===== src/rtl/syn_spi_access_ctrl_pkg.sv =====
// Shared definitions for the SPI-side synaptic memory access sequencer.
package syn_spi_access_ctrl_pkg;

    localparam int SYN_ADDR_W = 13;   // synaptic memory word address width
    localparam int SYN_WORD_W = 32;   // synaptic memory word width
    localparam int BSEL_LSB   = 13;   // byte-select field inside SPI_ADDR
    localparam int BSEL_MSB   = 14;
    localparam int BSEL_W     = BSEL_MSB - BSEL_LSB + 1;

    typedef enum logic [2:0] {
        ST_IDLE = 3'd0,
        ST_RD   = 3'd1,
        ST_WAIT = 3'd2,
        ST_WR   = 3'd3,
        ST_CAPT = 3'd4,
        ST_ACK  = 3'd5
    } state_t;

endpackage


===== src/rtl/syn_spi_access_ctrl.sv =====
// Initiator-side sequencer: turns SPI synapse read/write commands into
// synaptic memory cycles (read-modify-write for writes, single read for reads).
//
// Handshake: SPI_REQ is a level held by the SPI slave until SPI_ACK pulses for
// one cycle; SPI_ERR and SPI_RDATA are valid in that cycle. A request is taken
// only in IDLE with the activity gate open, and only after SPI_REQ has been
// low at least once since the previous acceptance, so a held request runs once.
module syn_spi_access_ctrl
    import syn_spi_access_ctrl_pkg::*;
#(
    parameter int M      = 8,
    parameter int RD_LAT = 1
) (
    input  logic                  CLK,
    input  logic                  RSTN_syncn,
    input  logic                  SPI_GATE_ACTIVITY_sync,
    input  logic                  SPI_REQ,
    input  logic                  SPI_RNW,
    input  logic [2*M-1:0]        SPI_ADDR,
    input  logic [2*M-1:0]        SPI_WDATA,
    input  logic [SYN_WORD_W-1:0] SYNARRAY_RDATA,
    output logic                  CTRL_SYNARRAY_CS,
    output logic                  CTRL_SYNARRAY_WE,
    output logic [SYN_ADDR_W-1:0] CTRL_SYNARRAY_ADDR,
    output logic [2*M-1:0]        CTRL_PROG_DATA,
    output logic [2*M-1:0]        CTRL_SPI_ADDR,
    output logic                  SPI_ACK,
    output logic                  SPI_ERR,
    output logic [M-1:0]          SPI_RDATA,
    output state_t                dbg_state
);

    // Wait counter only needs to reach RD_LAT-1.
    localparam int              CW       = (RD_LAT > 1) ? $clog2(RD_LAT) : 1;
    localparam logic [CW-1:0]   LAST_CNT = CW'((RD_LAT > 0) ? RD_LAT - 1 : 0);

    state_t              state_q, state_d;
    logic [2*M-1:0]      spi_addr_q;
    logic [2*M-1:0]      prog_data_q;
    logic                rnw_q;
    logic                err_q;
    logic                armed_q;
    logic [CW-1:0]       wait_cnt_q;
    logic [M-1:0]        rdata_q;
    logic [BSEL_W-1:0]   bsel;
    logic                accept;
    logic                gate_drop;

    assign bsel      = spi_addr_q[BSEL_MSB:BSEL_LSB];
    assign accept    = (state_q == ST_IDLE) && SPI_REQ && SPI_GATE_ACTIVITY_sync && armed_q;
    assign gate_drop = ((state_q == ST_RD) || (state_q == ST_WAIT)) && !SPI_GATE_ACTIVITY_sync;

    // State register.
    always_ff @(posedge CLK or negedge RSTN_syncn) begin
        if (!RSTN_syncn) state_q <= ST_IDLE;
        else             state_q <= state_d;
    end

    // Next-state logic; a closed gate before the write cycle aborts to ACK.
    always_comb begin
        state_d = state_q;
        case (state_q)
            ST_IDLE: if (accept) state_d = ST_RD;
            ST_RD: begin
                if (!SPI_GATE_ACTIVITY_sync) state_d = ST_ACK;
                else if (RD_LAT > 0)         state_d = ST_WAIT;
                else                         state_d = rnw_q ? ST_CAPT : ST_WR;
            end
            ST_WAIT: begin
                if (!SPI_GATE_ACTIVITY_sync)    state_d = ST_ACK;
                else if (wait_cnt_q == LAST_CNT) state_d = rnw_q ? ST_CAPT : ST_WR;
            end
            ST_WR:   state_d = ST_ACK;
            ST_CAPT: state_d = ST_ACK;
            ST_ACK:  state_d = ST_IDLE;
            default: state_d = ST_IDLE;
        endcase
    end

    // Output decode; memory strobes come straight from the state.
    always_comb begin
        CTRL_SYNARRAY_CS = (state_q == ST_RD) || (state_q == ST_WR);
        CTRL_SYNARRAY_WE = (state_q == ST_WR);
        SPI_ACK          = (state_q == ST_ACK);
        SPI_ERR          = (state_q == ST_ACK) && err_q;
    end

    // Command latches, abort flag, re-arm flag, wait counter and read capture.
    always_ff @(posedge CLK or negedge RSTN_syncn) begin
        if (!RSTN_syncn) begin
            spi_addr_q  <= '0;
            prog_data_q <= '0;
            rnw_q       <= 1'b0;
            err_q       <= 1'b0;
            armed_q     <= 1'b1;
            wait_cnt_q  <= '0;
            rdata_q     <= '0;
        end else begin
            if (!SPI_REQ)    armed_q <= 1'b1;
            else if (accept) armed_q <= 1'b0;

            if (accept) begin
                spi_addr_q  <= SPI_ADDR;
                prog_data_q <= SPI_WDATA;
                rnw_q       <= SPI_RNW;
                err_q       <= 1'b0;
            end else if (gate_drop) begin
                err_q <= 1'b1;
            end

            if (state_q == ST_WAIT) wait_cnt_q <= wait_cnt_q + 1'b1;
            else                    wait_cnt_q <= '0;

            if (state_q == ST_CAPT)
                rdata_q <= M'(SYNARRAY_RDATA >> (int'(bsel) * M));
        end
    end

    assign CTRL_SYNARRAY_ADDR = spi_addr_q[SYN_ADDR_W-1:0];
    assign CTRL_SPI_ADDR      = spi_addr_q;
    assign CTRL_PROG_DATA     = prog_data_q;
    assign SPI_RDATA          = rdata_q;
    assign dbg_state          = state_q;

endmodule


===== config.mk =====
export PLATFORM = sky130hd
export DESIGN_NAME = syn_spi_access_ctrl
export DESIGN_NICKNAME = d
export VERILOG_FILES = /design/src/rtl/syn_spi_access_ctrl_pkg.sv /design/src/rtl/syn_spi_access_ctrl.sv
export SDC_FILE = /design/constraint.sdc
export NUM_CORES = 1
export LEC_CHECK = 0
export CAP_MARGIN = 0
export CORE_MARGIN = 10
export CORE_UTILIZATION = 41
export CTS_CLUSTER_SIZE = 24
export DETAILED_ROUTE_END_ITERATION = 7
export GPL_ROUTABILITY_DRIVEN = 0
export PLACE_DENSITY = 0.86
export SYNTH_ARGS = -nofsm -noshare
export SYNTH_HDL_FRONTEND = slang
export SYNTH_SLANG_ARGS = --single-unit

===== constraint.sdc =====
create_clock -name CLK -period 4.3 [get_ports CLK]
set_clock_uncertainty 0.1 [all_clocks]
set_input_delay 0.645 -clock CLK [delete_from_list [all_inputs] [get_ports CLK]]
set_output_delay 0.645 -clock CLK [all_outputs]
set_load 0.1 [all_outputs]

==> results of run 1 <==
-- registers in the layout, indices dropped and copies added, names as in the netlist --
signal,count
CTRL_PROG_DATA,16
CTRL_SPI_ADDR,16
SPI_RDATA,8
dbg_state,3
armed_q,1
err_q,1
rnw_q,1
wait_cnt_q,1
-- metrics by stage --
stage	hold WS (ns)	worst slack (ns)	instances	instance area, sq um	util, %
after global placement	0.3450	1.413	330	3408	66.31
after CTS	0.3784	0.9802	338	3526	68.60
after detailed placement	0.3514	1.382	330	3408	66.31
after global routing	0.3953	0.8749	338	3526	68.60
final	0.3790	1.016	338	3526	68.60
after floorplan	0.2494	0.04869	151	2186	-
-- cell usage in the layout (no fill, tap or decap), drive strengths merged --
cell / netlist / routed
dfstp: 1 / 1
o211a: 1 / 1
buf: 19 / 3
inv: 3 / 3
nor2b: 4 / 4
o21ai: 1 / 1
dfrtp: 46 / 46
bufinv: 0 / 1
a31oi: 1 / 1
nor2: 4 / 4
mux4: 8 / 8
or2b: 1 / 1
clkdlybuf4s50: 0 / 127
nor3: 1 / 1
nand2: 3 / 3
o21a: 2 / 2
and2: 2 / 2
o31ai: 1 / 1
nor4: 2 / 2
clkbuf: 2 / 6
a21oi: 4 / 4
mux2: 41 / 41
nand3: 1 / 1
nand2b: 1 / 1
and3: 1 / 1
clkinv: 0 / 1
a32oi: 1 / 1
-- synth_stat cells, types with 3 or more instances --
library cell | number | area, sq um
buf_4 | 14 | 105.1
inv_1 | 3 | 11.26
a21oi_1 | 4 | 20.02
buf_6 | 3 | 33.78
mux4_2 | 8 | 180.2
nor2_1 | 4 | 15.01
nor2b_1 | 4 | 25.02
nand2_1 | 3 | 11.26
dfrtp_1 | 46 | 1151
mux2_2 | 39 | 439.2
-- logic make-up after synthesis --
group / count (synthesis) / share of synthesized area (%)
mux: 49 / 29.36
flops: 47 / 53.86
compound gates: 11 / 3.320
buf+inv: 24 / 7.670
simple gates: 20 / 5.781
-- per-layer routing --
layer  global-route usage [%]  up-vias  routed length, um
li1                         -      758                  -
met1                    13.85      788               1992
met2                    28.21       56               3750
met3                    6.395        2                527
met4                    3.470        0                 37
met5                        0        -                  0
-- cell type report --
| type | instances | area, sq um |
|---|---|---|
| inverters | 3 | 11.26 |
| clock buffers | 6 | 82.58 |
| well taps | 70 | 87.58 |
| flip-flops and latches | 47 | 1177 |
| multi-input cells | 80 | 840.8 |
| repair buffers | 130 | 1291 |
| fillers | 427 | 1614 |
| clock inverters | 2 | 35.03 |
-- worst reg2reg max path, stage by stage (launching register included) --
cell	delay (ns)
dfrtp_1	0.52
nor4_4	0.37
buf_4	0.32
mux2_2	0.38
-- worst min path at each step --
stage / from / endpoint / slack, ns / cells past startpoint
after detailed placement: wait_cnt_q / wait_cnt_q / 0.35 / 1
after global placement: wait_cnt_q / wait_cnt_q / 0.34 / 1
final: armed_q / armed_q / 0.38 / 2
after floorplan: RSTN_syncn / CTRL_PROG_DATA[0] / 0.25 / 0
after global routing: wait_cnt_q / wait_cnt_q / 0.40 / 1
after CTS: wait_cnt_q / wait_cnt_q / 0.38 / 1
==> flow_summary_export.csv, run 1 <==
group,metric,value,unit
cells_and_area,antenna_cells,0,
drt,drc,0,
clock_network,htree_levels,2,
logic_synthesis,synth-warning-count,0,
outcome,status,"complete, no violations",
sta,tightest_slew,1.025,ns
clock_network,cts_hold_buf,0,
global_route,grt_pass1_wl,9.929,mm
logic_synthesis,netlist_instances,151,
critical_path,critical_path_class,"flop to output port",
logic_synthesis,netlist_area,2186,sq um
floorplanning,start_util,42.53,%
sta,fmax,304.5,MHz
logic_synthesis,synth_seq_cells,47,
global_route,overflow,0,
sta,fin_setup_tns,0,ns
critical_path,r2r-start,"dbg_state[0]",
sta,setup_violations,0,
critical_path,crit_buf_inv,1,
critical_path,slowest_stage,"clkdlybuf4s50_1",
clock_network,cts_tree,"done",
floorplanning,die_y,93.02,um
floorplanning,rows,26,
cells_and_area,drive_gt1_share,22.76,%
cells_and_area,nets,336,
critical_path,worstPathCellList,"nor2b_1 -> and3_1 -> clkdlybuf4s50_1",
drt,first_pass_iters,4,
logic_synthesis,synth_ff_type,"dfrtp_1",
logic_synthesis,avgSynthCellArea,14.48,sq um
critical_path,critPathMaxFanout,11,
clock_network,clk_pin_slew_worst_paths,0.09,ns
clock_network,cts_resized,0,
sta,relSlewSlack,31.66,%
clock_network,clk_path_buf_depth,2,
drt,routed_wl,6.307,mm
clock_network,cts_setup_buffers,0,
critical_path,critical_path.endpoint,"SPI_ERR",
drt,num_vias,1604,
drt,drtIter0Drc,59,
floorplanning,fp.dieW,93.02,um
critical_path,critPathLaunchType,"flop",
flow_run,drv_cap,0,
global_route,grt_max_degree,48,
cells_and_area,syn_to_final_growth,61.31,%
sta,rsz0062_at_grt,"false",
floorplanning,die_area,8652,sq um
critical_path,rr_endpoint,"CTRL_PROG_DATA[0]",
critical_path,max_stage_delay,1.14,ns
logic_synthesis,synth_cell_type_count,28,
critical_path,ff2ff_setup_slack,2.50,ns
sta,hold_viol,0,
clock_network,clock-sinks,47,
floorplanning,ios,129,
sta,maxSlewViolCount,0,
drt,wl_per_cell,18.66,um
critical_path,cp_top_family,"buffers and inverters",
critical_path,cp_data_required_time,3.56,ns
drt,via_per_inst,4.746,
logic_synthesis,async_reset_ff_share,100.0,%
global_route,first_global_vias,1853,
place,post-dp-hpwl,5.126,mm
floorplanning,core,5140,sq um
clock_network,ctsRootBufferMaster,"clkbuf_8",
clock_network,clock_latency,0.29,ns
critical_path,path_depth,3,
sta,min_period,3.284,ns
global_route,grt_use_total,14.66,%
global_route,antenna_found_initial,0,
logic_synthesis,ys_seq_area_share,53.86,%
critical_path,cp-startpoint,"dbg_state[0]",
sta,fin_crit_sh,76.36,%
critical_path,arrival,2.54,ns
clock_network,numCtsBuffers,5,
worst_hold_path,hp-class,"flop to flop",
logic_synthesis,synth_edf_count,0,
critical_path,worst_setup_path_end_kind,"output port",
critical_path,worstRegToRegCells,3,
logic_synthesis,syn-num-nets,220,
drt,drtAntennaViolNets,0,
place,numPortBuffers,128,
Power of run 1 is left out: the tool's default activity adds up to more than one toggle a clock period on the data nets, which glitch-free logic cannot reach.
==> run 2, diff against run 1 <==
Settings changed: CORE_UTILIZATION 41 to 38, PLACE_DENSITY 0.86 to 0.81.
Clock period 4.3 ns to 3.4 ns, I/O delays scaled along.
==> flow_summary_export.csv, run 2 (synthesized netlist as in run 1, its figures left out) <==
group,metric,value,unit
place,pre_cts_slack,0.9507,ns
floorplanning,fp.dieW,95.85,um
clock_network,clk_pin_slew_worst_paths,0.09,ns
global_route,gr-usage-met2,21.05,%
global_route,grt_use_total,12.31,%
cells_and_area,layout.cells.most_common_list,"118 x clkdlybuf4s50_1, 46 x dfrtp_1, 39 x mux2_2",
drt,drtAntennaViolNets,0,
worst_hold_path,hp-class,"input pin to asynchronous set/reset pin",
floorplanning,core,5540,sq um
critical_path,worst_setup_path_end_kind,"output port",
place,post-dp-hpwl,4.628,mm
sta,setup_violations,0,
drt,drc,0,
floorplanning,ios,129,
clock_network,clock_latency,0.29,ns
critical_path,critPathMaxFanout,3,
clock_network,cts_hold_buf,0,
sta,tightest_slew,1.011,ns
global_route,overflow,0,
global_route,grtUsageMet3,6.226,%
floorplanning,die_area,9186,sq um
drt,first_pass_iters,2,
cells_and_area,utilization,63.21,%
clock_network,cts_tree,"done",
critical_path,critical_path_class,"flop to output port",
global_route,first_global_vias,1735,
cells_and_area,antenna_cells,0,
global_route,grtUsageMet1,13.15,%
sta,rsz0062_at_grt,"false",
drt,via_per_inst,4.729,
critical_path,max_stage_delay,1.15,ns
sta,fin_crit_sh,71.79,%
clock_network,cts_setup_buffers,0,
drt,wl_per_cell,17.07,um
global_route,antenna_found_initial,0,
sta,fmax,409.7,MHz
floorplanning,rows,27,
critical_path,critPathLaunchType,"flop",
drt,num_vias,1603,
sta,hold_viol,0,
critical_path,cp_top_family,"buffers and inverters",
critical_path,slowest_stage,"clkdlybuf4s50_1",
critical_path,cp-startpoint,"CTRL_SPI_ADDR[5]",
critical_path,cp_data_required_time,2.79,ns
clock_network,ctsRootBufferMaster,"clkbuf_8",
drt,drtIter0Drc,34,
clock_network,htree_levels,2,
place,numPortBuffers,128,
critical_path,worstPathCellList,"clkdlybuf4s50_1",
clock_network,numCtsBuffers,5,
sta,min_period,2.441,ns
global_route,grt_pass1_wl,8.838,mm
drt,routed_wl,5.787,mm
critical_path,r2r-start,"dbg_state[2]",
floorplanning,die_y,95.85,um
flow_run,drv_cap,0,
outcome,status,"complete, no violations",
global_route,grt_max_degree,48,
clock_network,cts_resized,0,
sta,maxSlewViolCount,0,
critical_path,crit_buf_inv,1,
clock_network,clk_path_buf_depth,2,
cells_and_area,nets,335,
sta,relSlewSlack,32.40,%
sta,fin_setup_tns,0,ns
cells_and_area,syn_to_final_growth,60.22,%
floorplanning,start_util,39.45,%
cells_and_area,drive_gt1_share,26.59,%
clock_network,clock-sinks,47,
global_route,busiest_layer,"met2",
cells_and_area,final_common_cell,"clkdlybuf4s50_1",
critical_path,arrival,1.83,ns
sta,fin_ws,0.9591,ns
## run 2: worst paths after layout
check / to / slack (ns) / cells after the start
worst min register to register: wait_cnt_q / 0.37 / 1
worst max register to register: CTRL_PROG_DATA[6] / 1.56 / 3
max in group asynchronous: SPI_RDATA[4] / 2.29 / 1
worst max-delay path: CTRL_SPI_ADDR[5] / 0.96 / 1
min in group CLK: wait_cnt_q / 0.37 / 1
worst min-delay path: CTRL_PROG_DATA[7] / 0.29 / 1
## run 2: per-layer routing
| metal | routed length (um) | share of wire (%) |
|---|---|---|
| met1 | 2040 | 35 |
| met2 | 3053 | 53 |
| met3 | 615 | 11 |
| met4 | 77 | 1.3 |
| met5 | 0 | 0 |
## run 2: per-stage QoR
stage / area, sq um / cells / hold WS, ns
after floorplan: 2190 / 151 / 0.1144
after global placement: 3385 / 331 / 0.3470
after detailed placement: 3385 / 331 / 0.3622
after CTS: 3502 / 339 / 0.3247
after global routing: 3502 / 339 / 0.3775
final: 3502 / 339 / 0.2885
## run 2: layout make-up
cell class	count	area (sq um)
clock buffer	6	82.58
timing repair buffer	129	1261
clock inverter	2	35.03
inverter	3	11.26
multi-input combinational	80	844.6
tap	72	90.09
sequential	47	1177
fill	457	2038
## run 2: worst reg2reg max path: stages, from the launching register on
cell and delay, ns:
dfrtp_1 0.56, nor4_4 0.27, buf_4 0.41, mux2_2 0.40
Power of run 2 is left out for the same reason.
==> run 3, diff against run 2 <==
Clock period 3.4 ns to 2.5 ns, I/O delays scaled along.
==> flow_summary_export.csv, run 3 (synthesized netlist as in run 1, its figures left out) <==
group,metric,value,unit
floorplanning,fp.dieW,95.85,um
sta,relSlewSlack,55.74,%
sta,setup_violations,0,
clock_network,clk_pin_slew_worst_paths,0.09,ns
clock_network,numCtsBuffers,5,
drt,num_vias,1622,
clock_network,clock_latency,0.29,ns
sta,maxSlewViolCount,0,
clock_network,cts_setup_buffers,0,
cells_and_area,syn_to_final_growth,56.27,%
floorplanning,die_y,95.85,um
global_route,grt_max_degree,35,
drt,wl_per_cell,17.40,um
clock_network,cts_resized,0,
cells_and_area,nets,336,
clock_network,clk_path_buf_depth,2,
worst_hold_path,hp-class,"input pin to asynchronous set/reset pin",
flow_run,drv_cap,0,
global_route,grt_pass1_wl,9.032,mm
cells_and_area,layout.cells.most_common_list,"67 x clkdlybuf4s50_1, 59 x buf_4, 45 x dfrtp_1",
sta,fin_ws,0.5029,ns
sta,tightest_slew,0.6639,ns
critical_path,critPathLaunchType,"flop",
critical_path,critical_path_class,"flop to output port",
cells_and_area,drive_gt1_share,47.01,%
drt,drtAntennaViolNets,0,
clock_network,clock-sinks,47,
drt,drtIter0Drc,49,
floorplanning,start_util,39.45,%
drt,via_per_inst,4.771,
floorplanning,rows,27,
sta,hold_viol,0,
sta,min_period,1.997,ns
cells_and_area,utilization,61.65,%
drt,first_pass_iters,3,
floorplanning,die_area,9186,sq um
critical_path,worst_setup_path_end_kind,"output port",
global_route,first_global_vias,1780,
clock_network,cts_tree,"done",
clock_network,htree_levels,2,
critical_path,cp_data_required_time,2.03,ns
sta,fin_setup_tns,0,ns
cells_and_area,final_common_cell,"clkdlybuf4s50_1",
sta,fmax,500.7,MHz
clock_network,cts_hold_buf,0,
global_route,grt_use_total,12.55,%
cells_and_area,antenna_cells,0,
critical_path,arrival,1.52,ns
global_route,antenna_found_initial,0,
cells_and_area,layout.cells.non_filler,340,
sta,fin_crit_sh,79.88,%
critical_path,worstRegToRegCells,2,
global_route,overflow,0,
place,dp_cells,332,
drt,routed_wl,5.916,mm
place,post-dp-hpwl,4.857,mm
drt,drc,0,
clock_network,ctsRootBufferMaster,"clkbuf_8",
sta,rsz0062_at_grt,"false",
outcome,status,"complete, no violations",
critical_path,critPathMaxFanout,11,
place,numPortBuffers,128,
floorplanning,ios,129,
floorplanning,core,5540,sq um
place,pre_cts_slack,0.3094,ns
run 3: cell type report:
type,count,area [sq um]
clock buffer,7,96.34
sequential,47,1179
clock inverter,1,7.507
multi-input combinational,80,853.3
tap,72,90.09
fill,481,2125
inverter,3,11.26
timing repair buffer,130,1179
run 3: worst paths after layout:
check | start | end | slack [ns]
max | dbg_state[1] | SPI_ERR | 0.50
min | RSTN_syncn | CTRL_PROG_DATA[7] | 0.008
max reg2reg | CTRL_SPI_ADDR[13] | SPI_RDATA[0] | 0.74
min reg2reg | wait_cnt_q | wait_cnt_q | 0.37
max in group asynchronous | RSTN_syncn | CTRL_PROG_DATA[2] | 1.60
min in group CLK | wait_cnt_q | wait_cnt_q | 0.37
run 3: stage by stage:
| step | cell area, sq um | hold WS [ns] |
|---|---|---|
| finish | 3416 | 0.008043 |
| global route | 3416 | 0.04569 |
| CTS | 3416 | 0.02949 |
| detailed placement | 3312 | 0.3573 |
| global placement | 3312 | 0.3478 |
| floorplan | 2200 | -0.02059 |
run 3: critical path, stage by stage (launching register included):
cell and delay [ns]:
dfrtp_1 0.53, nor2b_1 0.27, and3_2 0.25, buf_12 0.18
run 3: per-layer routing:
metal  global-route usage (%)  vias to the layer above  part of all wire [%]
met2                    22.63                       59                    55
met4                    3.071                        0                  0.96
met1                    12.72                      799                    34
li1                         -                      760                     -
met5                        0                        -                     0
met3                    6.148                        4                    10
Power of run 3 is left out for the same reason.
